$ cat src/rtl/seg7_pkg.sv
// seg7_pkg: shared definitions for the 7-segment scan driver.
//   - Segment codes in active-high {g,f,e,d,c,b,a} order (SEG_0..SEG_9, SEG_DASH, SEG_OFF)
//   - bcd_to_seg: BCD digit to segment code; codes 10..15 show a dash
//   - phase_t: slot phase, BLANK (ghosting dead-time) or SHOW
package seg7_pkg;

  localparam logic [6:0] SEG_0    = 7'h3F;
  localparam logic [6:0] SEG_1    = 7'h06;
  localparam logic [6:0] SEG_2    = 7'h5B;
  localparam logic [6:0] SEG_3    = 7'h4F;
  localparam logic [6:0] SEG_4    = 7'h66;
  localparam logic [6:0] SEG_5    = 7'h6D;
  localparam logic [6:0] SEG_6    = 7'h7D;
  localparam logic [6:0] SEG_7    = 7'h07;
  localparam logic [6:0] SEG_8    = 7'h7F;
  localparam logic [6:0] SEG_9    = 7'h6F;
  localparam logic [6:0] SEG_DASH = 7'h40;
  localparam logic [6:0] SEG_OFF  = 7'h00;

  typedef enum logic {
    BLANK = 1'b0,
    SHOW  = 1'b1
  } phase_t;

  function automatic logic [6:0] bcd_to_seg(input logic [3:0] d);
    logic [6:0] s;
    case (d)
      4'd0:    s = SEG_0;
      4'd1:    s = SEG_1;
      4'd2:    s = SEG_2;
      4'd3:    s = SEG_3;
      4'd4:    s = SEG_4;
      4'd5:    s = SEG_5;
      4'd6:    s = SEG_6;
      4'd7:    s = SEG_7;
      4'd8:    s = SEG_8;
      4'd9:    s = SEG_9;
      default: s = SEG_DASH;
    endcase
    return s;
  endfunction

endpackage

$ cat src/rtl/seg7_decode.sv
// seg7_decode: combinational BCD to 7-segment decoder, active-high output.
// Ports:
//   bcd  in  4  BCD digit (10..15 decode to a dash)
//   seg  out 7  {g,f,e,d,c,b,a}, 1 = segment lit
module seg7_decode
  import seg7_pkg::*;
(
  input  logic [3:0] bcd,
  output logic [6:0] seg
);

  always_comb begin
    seg = bcd_to_seg(bcd);
  end

endmodule

$ cat src/rtl/seg7_scan_driver.sv
// seg7_scan_driver: multiplexes DIGITS BCD digits onto one common-segment 7-seg display.
// Each digit gets a slot of TICK_DIV = CLK_HZ/SCAN_HZ cycles; the first BLANK_CYCLES of a
// slot drive everything off to suppress ghosting. The bcd/dp inputs are snapshotted once
// per frame (as the scan wraps from the last digit back to digit 0) so a multi-digit value
// is never shown torn. Outputs are registered (1-cycle latency).
// Optional build macro: LEADING_ZERO_BLANK_EN -- blank zero digits above the most
// significant nonzero digit (digit 0 always shown; a blanked digit still shows its dp).
// Ports:
//   clk     in  1         clock
//   reset   in  1         synchronous reset, active-high
//   enable  in  1         0 blanks the display; scanning continues
//   bcd     in  4*DIGITS  digit i = bcd[4i+3:4i], digit 0 rightmost on an[0]
//   dp      in  DIGITS    decimal point per digit, 1 = lit
//   seg     out 7         {g,f,e,d,c,b,a}, polarity per ACTIVE_LOW
//   dp_out  out 1         decimal point of the active digit, polarity per ACTIVE_LOW
//   an      out DIGITS    one-hot digit enable, polarity per ACTIVE_LOW
module seg7_scan_driver
  import seg7_pkg::*;
#(
  parameter int unsigned DIGITS       = 4,
  parameter int unsigned CLK_HZ       = 50_000_000,
  parameter int unsigned SCAN_HZ      = 1000,
  parameter int unsigned BLANK_CYCLES = 500,
  parameter bit          ACTIVE_LOW   = 1'b1
) (
  input  logic                  clk,
  input  logic                  reset,
  input  logic                  enable,
  input  logic [4*DIGITS-1:0]   bcd,
  input  logic [DIGITS-1:0]     dp,
  output logic [6:0]            seg,
  output logic                  dp_out,
  output logic [DIGITS-1:0]     an
);

  localparam int unsigned TICK_DIV = CLK_HZ / SCAN_HZ;
  localparam int unsigned CNT_W    = (TICK_DIV > 1) ? $clog2(TICK_DIV) : 1;
  localparam int unsigned IDX_W    = (DIGITS > 1) ? $clog2(DIGITS) : 1;

  localparam logic [CNT_W-1:0] CNT_LAST  = CNT_W'(TICK_DIV - 1);
  localparam logic [CNT_W-1:0] CNT_BLANK = CNT_W'(BLANK_CYCLES);
  localparam logic [IDX_W-1:0] IDX_LAST  = IDX_W'(DIGITS - 1);

  logic [CNT_W-1:0]    slot_cnt;
  logic [IDX_W-1:0]    idx;
  logic [4*DIGITS-1:0] frame;
  logic [DIGITS-1:0]   dp_frame;

  logic                slot_end;
  logic                frame_end;
  phase_t              phase;
  logic [3:0]          cur_digit;
  logic [6:0]          dec_seg;
  logic                cur_dp;
  logic                blank_digit;

  logic [DIGITS-1:0]   an_nxt;
  logic [6:0]          seg_nxt;
  logic                dp_nxt;

  assign slot_end  = (slot_cnt == CNT_LAST);
  assign frame_end = slot_end && (idx == IDX_LAST);
  assign phase     = (slot_cnt < CNT_BLANK) ? BLANK : SHOW;
  assign cur_digit = frame[{idx, 2'b00} +: 4];
  assign cur_dp    = dp_frame[idx];

  // Scan position and frame snapshot
  always_ff @(posedge clk) begin
    if (reset) begin
      slot_cnt <= '0;
      idx      <= '0;
      frame    <= '0;
      dp_frame <= '0;
    end else begin
      if (slot_end) begin
        slot_cnt <= '0;
        idx      <= (idx == IDX_LAST) ? '0 : idx + 1'b1;
      end else begin
        slot_cnt <= slot_cnt + 1'b1;
      end
      if (frame_end) begin
        frame    <= bcd;
        dp_frame <= dp;
      end
    end
  end

  seg7_decode u_decode (
    .bcd (cur_digit),
    .seg (dec_seg)
  );

`ifdef LEADING_ZERO_BLANK_EN
  logic [DIGITS-1:0] lz_mask;

  // Walk from the top digit down; a digit is blanked while no nonzero digit has been
  // seen at or above it. Digit 0 is never part of the mask.
  always_comb begin
    logic seen_nz;
    lz_mask = '0;
    seen_nz = 1'b0;
    for (int unsigned i = DIGITS - 1; i >= 1; i--) begin
      if (frame[4*i +: 4] != 4'd0) seen_nz = 1'b1;
      lz_mask[i] = !seen_nz;
    end
  end

  assign blank_digit = lz_mask[idx];
`else
  assign blank_digit = 1'b0;
`endif

  // Next pin values in active-high terms; priority enable > phase
  always_comb begin
    an_nxt  = '0;
    seg_nxt = SEG_OFF;
    dp_nxt  = 1'b0;
    if (enable && (phase == SHOW)) begin
      if (!blank_digit) begin
        an_nxt[idx] = 1'b1;
        seg_nxt     = dec_seg;
        dp_nxt      = cur_dp;
      end else if (cur_dp) begin
        an_nxt[idx] = 1'b1;
        dp_nxt      = 1'b1;
      end
    end
  end

  // Output registers; polarity applied by XOR with ACTIVE_LOW
  always_ff @(posedge clk) begin
    if (reset) begin
      an     <= {DIGITS{ACTIVE_LOW}};
      seg    <= {7{ACTIVE_LOW}};
      dp_out <= ACTIVE_LOW;
    end else begin
      an     <= an_nxt ^ {DIGITS{ACTIVE_LOW}};
      seg    <= seg_nxt ^ {7{ACTIVE_LOW}};
      dp_out <= dp_nxt ^ ACTIVE_LOW;
    end
  end

endmodule

$ cat config.mk
export PLATFORM = sky130hd
export DESIGN_NAME = seg7_scan_driver
export DESIGN_NICKNAME = d
export VERILOG_FILES = /design/src/rtl/seg7_pkg.sv /design/src/rtl/seg7_decode.sv /design/src/rtl/seg7_scan_driver.sv
export SDC_FILE = /design/constraint.sdc
export NUM_CORES = 1
export LEC_CHECK = 0
export CAP_MARGIN = 30
export CELL_PAD_IN_SITES_DETAIL_PLACEMENT = 1
export CELL_PAD_IN_SITES_GLOBAL_PLACEMENT = 2
export CORE_UTILIZATION = 28
export DETAILED_ROUTE_END_ITERATION = 6
export PLACE_DENSITY = 0.81
export SYNTH_ARGS = -nofsm -noshare
export SYNTH_HDL_FRONTEND = slang
export SYNTH_SLANG_ARGS = --single-unit
$ cat constraint.sdc
create_clock -name clk -period 2.6 [get_ports clk]
set_input_delay 0.39 -clock clk [delete_from_list [all_inputs] [get_ports clk]]
set_output_delay 0.39 -clock clk [all_outputs]
set_load 0.02 [all_outputs]
==> impl_metrics.prom <==
# TYPE chip_impl_metric gauge
chip_impl_metric{name="dpl_worst_slack",unit="ps"} 520
chip_impl_metric{name="grt_usage",unit=""} 0.138
chip_impl_info{name="reg2reg_to",value="seg[3]"} 1
chip_impl_metric{name="die-height",unit="um"} 90.9
chip_impl_info{name="ys_dominant_reg_cell",value="dfxtp_1"} 1
chip_impl_info{name="synthMostInstantiatedCell",value="dfxtp_1"} 1
chip_impl_metric{name="r2r_setup_slack",unit="ps"} 540
chip_impl_metric{name="ys_seq_area_frac",unit=""} 0.452
chip_impl_metric{name="vias",unit=""} 1829
chip_impl_metric{name="avgRoutedWirePerCell",unit="um"} 14.2
chip_impl_metric{name="postLayoutSetupSlackWorst",unit="ps"} 537
chip_impl_metric{name="number_of_synthesized_register_bits",unit=""} 50
chip_impl_metric{name="layout.nets",unit=""} 309
chip_impl_metric{name="final_area",unit="sq um"} 2740
chip_impl_metric{name="fp.dieArea",unit="sq um"} 8260
chip_impl_info{name="yosysTopAreaCell",value="dfxtp_1"} 1
chip_impl_metric{name="drtPass1Iterations",unit=""} 4
chip_impl_info{name="outcome",value="finished clean"} 1
chip_impl_metric{name="global_route.overflow_total",unit=""} 0
chip_impl_metric{name="grt_first_pass_wirelength",unit="um"} 9110
chip_impl_metric{name="antenna_left",unit=""} 0
chip_impl_metric{name="grt_start_max_net_pins",unit=""} 24
chip_impl_info{name="worstHoldEndpoint",value="dp_frame[0]"} 1
chip_impl_metric{name="path_max_fanout",unit=""} 9
chip_impl_info{name="hold_class",value="reg -> reg"} 1
chip_impl_metric{name="timing.slew.headroom",unit=""} 0.631
chip_impl_metric{name="mappedNetlistNets",unit=""} 279
chip_impl_info{name="synth.area.top_cells",value="dfxtp_1 45%, a21oi_1 6.6%, o21ai_0 6.3%"} 1
chip_impl_metric{name="core.rowCount",unit=""} 32
chip_impl_metric{name="netlist-cell-type-count",unit=""} 38
chip_impl_metric{name="insertion_delay",unit="ps"} 300
chip_impl_metric{name="worst_ep_required_time",unit="ps"} 2770
chip_impl_metric{name="post_synth.cell_area_avg",unit="sq um"} 8.99
chip_impl_metric{name="fin_crit",unit="ps"} 2060
chip_impl_metric{name="number_of_setup_violations_in_the_final_report",unit=""} 0
chip_impl_info{name="worstHoldStart",value="dp_frame[0]"} 1
chip_impl_info{name="start_kind",value="flip-flop"} 1
chip_impl_metric{name="share_of_synthesized_registers_carrying_an_async_set_or_reset",unit=""} 0
chip_impl_metric{name="top_level_ports",unit=""} 35
chip_impl_metric{name="skew",unit="ps"} 6.45
chip_impl_metric{name="ys_warns",unit=""} 0
chip_impl_metric{name="gpl.final_weighted_congestion",unit=""} 0.761
chip_impl_metric{name="postSynthCellCount",unit=""} 246
chip_impl_info{name="grt_setup_unrepaired",value="false"} 1
chip_impl_metric{name="vdd_ir_drop_max",unit="V"} 0.000207
chip_impl_metric{name="setup_tns",unit="ps"} 0
chip_impl_metric{name="antenna_cells",unit=""} 0
chip_impl_metric{name="die_width",unit="um"} 90.9
chip_impl_metric{name="grt_antenna_before_repair",unit=""} 0
chip_impl_metric{name="tightest_slew",unit="ps"} 554
chip_impl_metric{name="finalHoldViolCount",unit=""} 0
chip_impl_info{name="clock_tree.root_cell",value="clkbuf_8"} 1
chip_impl_metric{name="cts-resized-gates",unit=""} 0
chip_impl_metric{name="first_global_vias",unit=""} 1872
chip_impl_metric{name="initial_utilization",unit=""} 0.288
chip_impl_metric{name="dpl.hpwl",unit="um"} 3850
chip_impl_metric{name="clock-sinks",unit=""} 50
chip_impl_metric{name="cts_post_setup_buffers_inserted",unit=""} 0
chip_impl_info{name="cts_tree",value="done"} 1
chip_impl_metric{name="core_area",unit="sq um"} 7690
chip_impl_metric{name="static-leakage-power",unit="nW"} 0.879
chip_impl_metric{name="via_per_inst",unit=""} 4.83
chip_impl_metric{name="ctsHoldBuffers",unit=""} 0
chip_impl_metric{name="synth_enable_flop_cells",unit=""} 0
chip_impl_metric{name="mappedNetlistArea",unit="sq um"} 2210
chip_impl_metric{name="whs_path_depth",unit=""} 2
chip_impl_metric{name="max_freq",unit="MHz"} 485
chip_impl_info{name="cp_slowest_cell",value="dfxtp_1"} 1
chip_impl_metric{name="max_cap_violations",unit=""} 0
chip_impl_metric{name="htreeDepth",unit=""} 2
chip_impl_metric{name="initialDrtViolationCount",unit=""} 146
chip_impl_info{name="worst-setup-path-type",value="reg -> reg"} 1
chip_impl_metric{name="critPathArrivalTime",unit="ps"} 2230
chip_impl_metric{name="yosys_top_cell_area_share",unit=""} 0.452
chip_impl_metric{name="worst-r2r-cell-count",unit=""} 5
chip_impl_info{name="worstPathCellList",value="mux4_2 -> ha_1 -> or2_2 -> a21oi_1 -> o21ai_0"} 1
chip_impl_metric{name="timing.critical_path.slowest_cell_delay",unit="ps"} 600
chip_impl_metric{name="tritoncts.num_buffers",unit=""} 5
chip_impl_metric{name="area_delta_synth_final",unit="%"} 23.8
chip_impl_metric{name="cts_buffer_depth",unit=""} 2
chip_impl_metric{name="placement.cell_area",unit="sq um"} 2650
chip_impl_metric{name="cts.reportedPaths.clkPinSlew",unit="ps"} 100
chip_impl_metric{name="place.port_buffers",unit=""} 34
chip_impl_info{name="synthTopCellsByCount",value="50 x dfxtp_1, 29 x a21oi_1, 28 x o21ai_0, 25 x nand3_1, 16 x nor2_1"} 1
chip_impl_metric{name="totalWireLength",unit="um"} 5360
chip_impl_metric{name="power_per_cell_area",unit="nW/um^2"} 469
chip_impl_metric{name="fill_cells",unit=""} 935
chip_impl_metric{name="post-route-drc-count",unit=""} 0
chip_impl_metric{name="share_of_cells_above_drive_strength_1",unit=""} 0.0939
chip_impl_info{name="critical_path.reg2reg.startpoint",value="idx[0]"} 1
chip_impl_info{name="end_kind",value="flip-flop"} 1
chip_impl_metric{name="report.final.slew_viol_count",unit=""} 0
chip_impl_metric{name="finalCritPeriodShare",unit=""} 0.793
flip-flops by register name (all words and copies together) (netlist names):
register,flops
idx,2
slot_cnt,16
dp_frame,4
frame,16
dp_out,1
seg,7
an,4
where the power goes:
| group | switching, mW | internal, mW |
|---|---|---|
| Sequential | 0.00532 | 0.769 |
| Clock | 0.266 | 0.190 |
| Combinational | 0.0188 | 0.0346 |
final cells by class:
cell class / instances / area [sq um] / area share
clock buffers: 5 / 68.8 / 0.0251
clock inverters: 3 / 21.3 / 0.00777
well taps: 102 / 128 / 0.0466
multi-input cells: 170 / 1110 / 0.404
flip-flops and latches: 50 / 1000 / 0.366
repair buffers: 38 / 370 / 0.135
inverters: 11 / 41.3 / 0.0151
routing by layer:
metal,wire [um],GRT usage
met4,37,0.0357
met5,0,0
met1,2560,0.182
met2,2630,0.229
met3,144,0.0278
how the worst max path moves through the flow:
stage / from / to / slack [ps] / cells past startpoint
global placement: idx[0] / seg[3] / 550 / 5
global route: idx[0] / seg[3] / 370 / 5
detailed placement: idx[0] / seg[3] / 520 / 5
CTS: idx[0] / seg[3] / 510 / 5
finish: idx[0] / seg[3] / 540 / 5
floorplan: idx[0] / seg[3] / 700 / 6
critical path: cells and delay by family (launching register included):
family                     cells  cell delay, ps
AOI/OAI and AO/OA              2             220
and+or+nand+nor                1             310
adders and majority gates      1             210
muxes                          1             600
DFF                            1             600
logic make-up after synthesis:
group	after synthesis	synth area share
adders and majority gates	10	0.0566
xor gates and xnor gates	11	0.0436
DFF	50	0.452
muxes	6	0.0554
AOI/OAI and AO/OA	62	0.147
and+or+nand+nor	81	0.198
buffers and inverters	26	0.0469
through the flow:
step | power [mW] | instances | utilization | hold WS (ps)
final | 1.28 | 379 | 0.356 | 484
after global routing | 1.35 | 379 | 0.356 | 505
after CTS | 1.31 | 379 | 0.356 | 489
after detailed placement | 0.847 | 371 | 0.344 | 471
after global placement | 0.846 | 371 | 0.344 | 455
after floorplan | 0.806 | 246 | - | 440
cells in the final DEF (no fill, tap or decap), drive strengths merged:
cell and n:
or4 2, clkinv 2, nand3 26, and4b 1, nand2b 1, a21oi 30, and3 2, o211ai 1
clkbuf 5, clkdlybuf4s50 34, dfxtp 50, and3b 1, nor3 4, xnor2 9, nor4 2, and2 1
nand2 14, o31ai 2, xor2 2, ha 10, or3 2, buf 4, o2bb2ai 1, inv 11
or2b 1, nor4b 1, nand4 3, and4 1, mux4 5, nor4bb 1, clkinvlp 1, or2 2
mux2i 1, nor2 16, o21ai 28
Note: power is estimated with default switching activity, not from simulation.
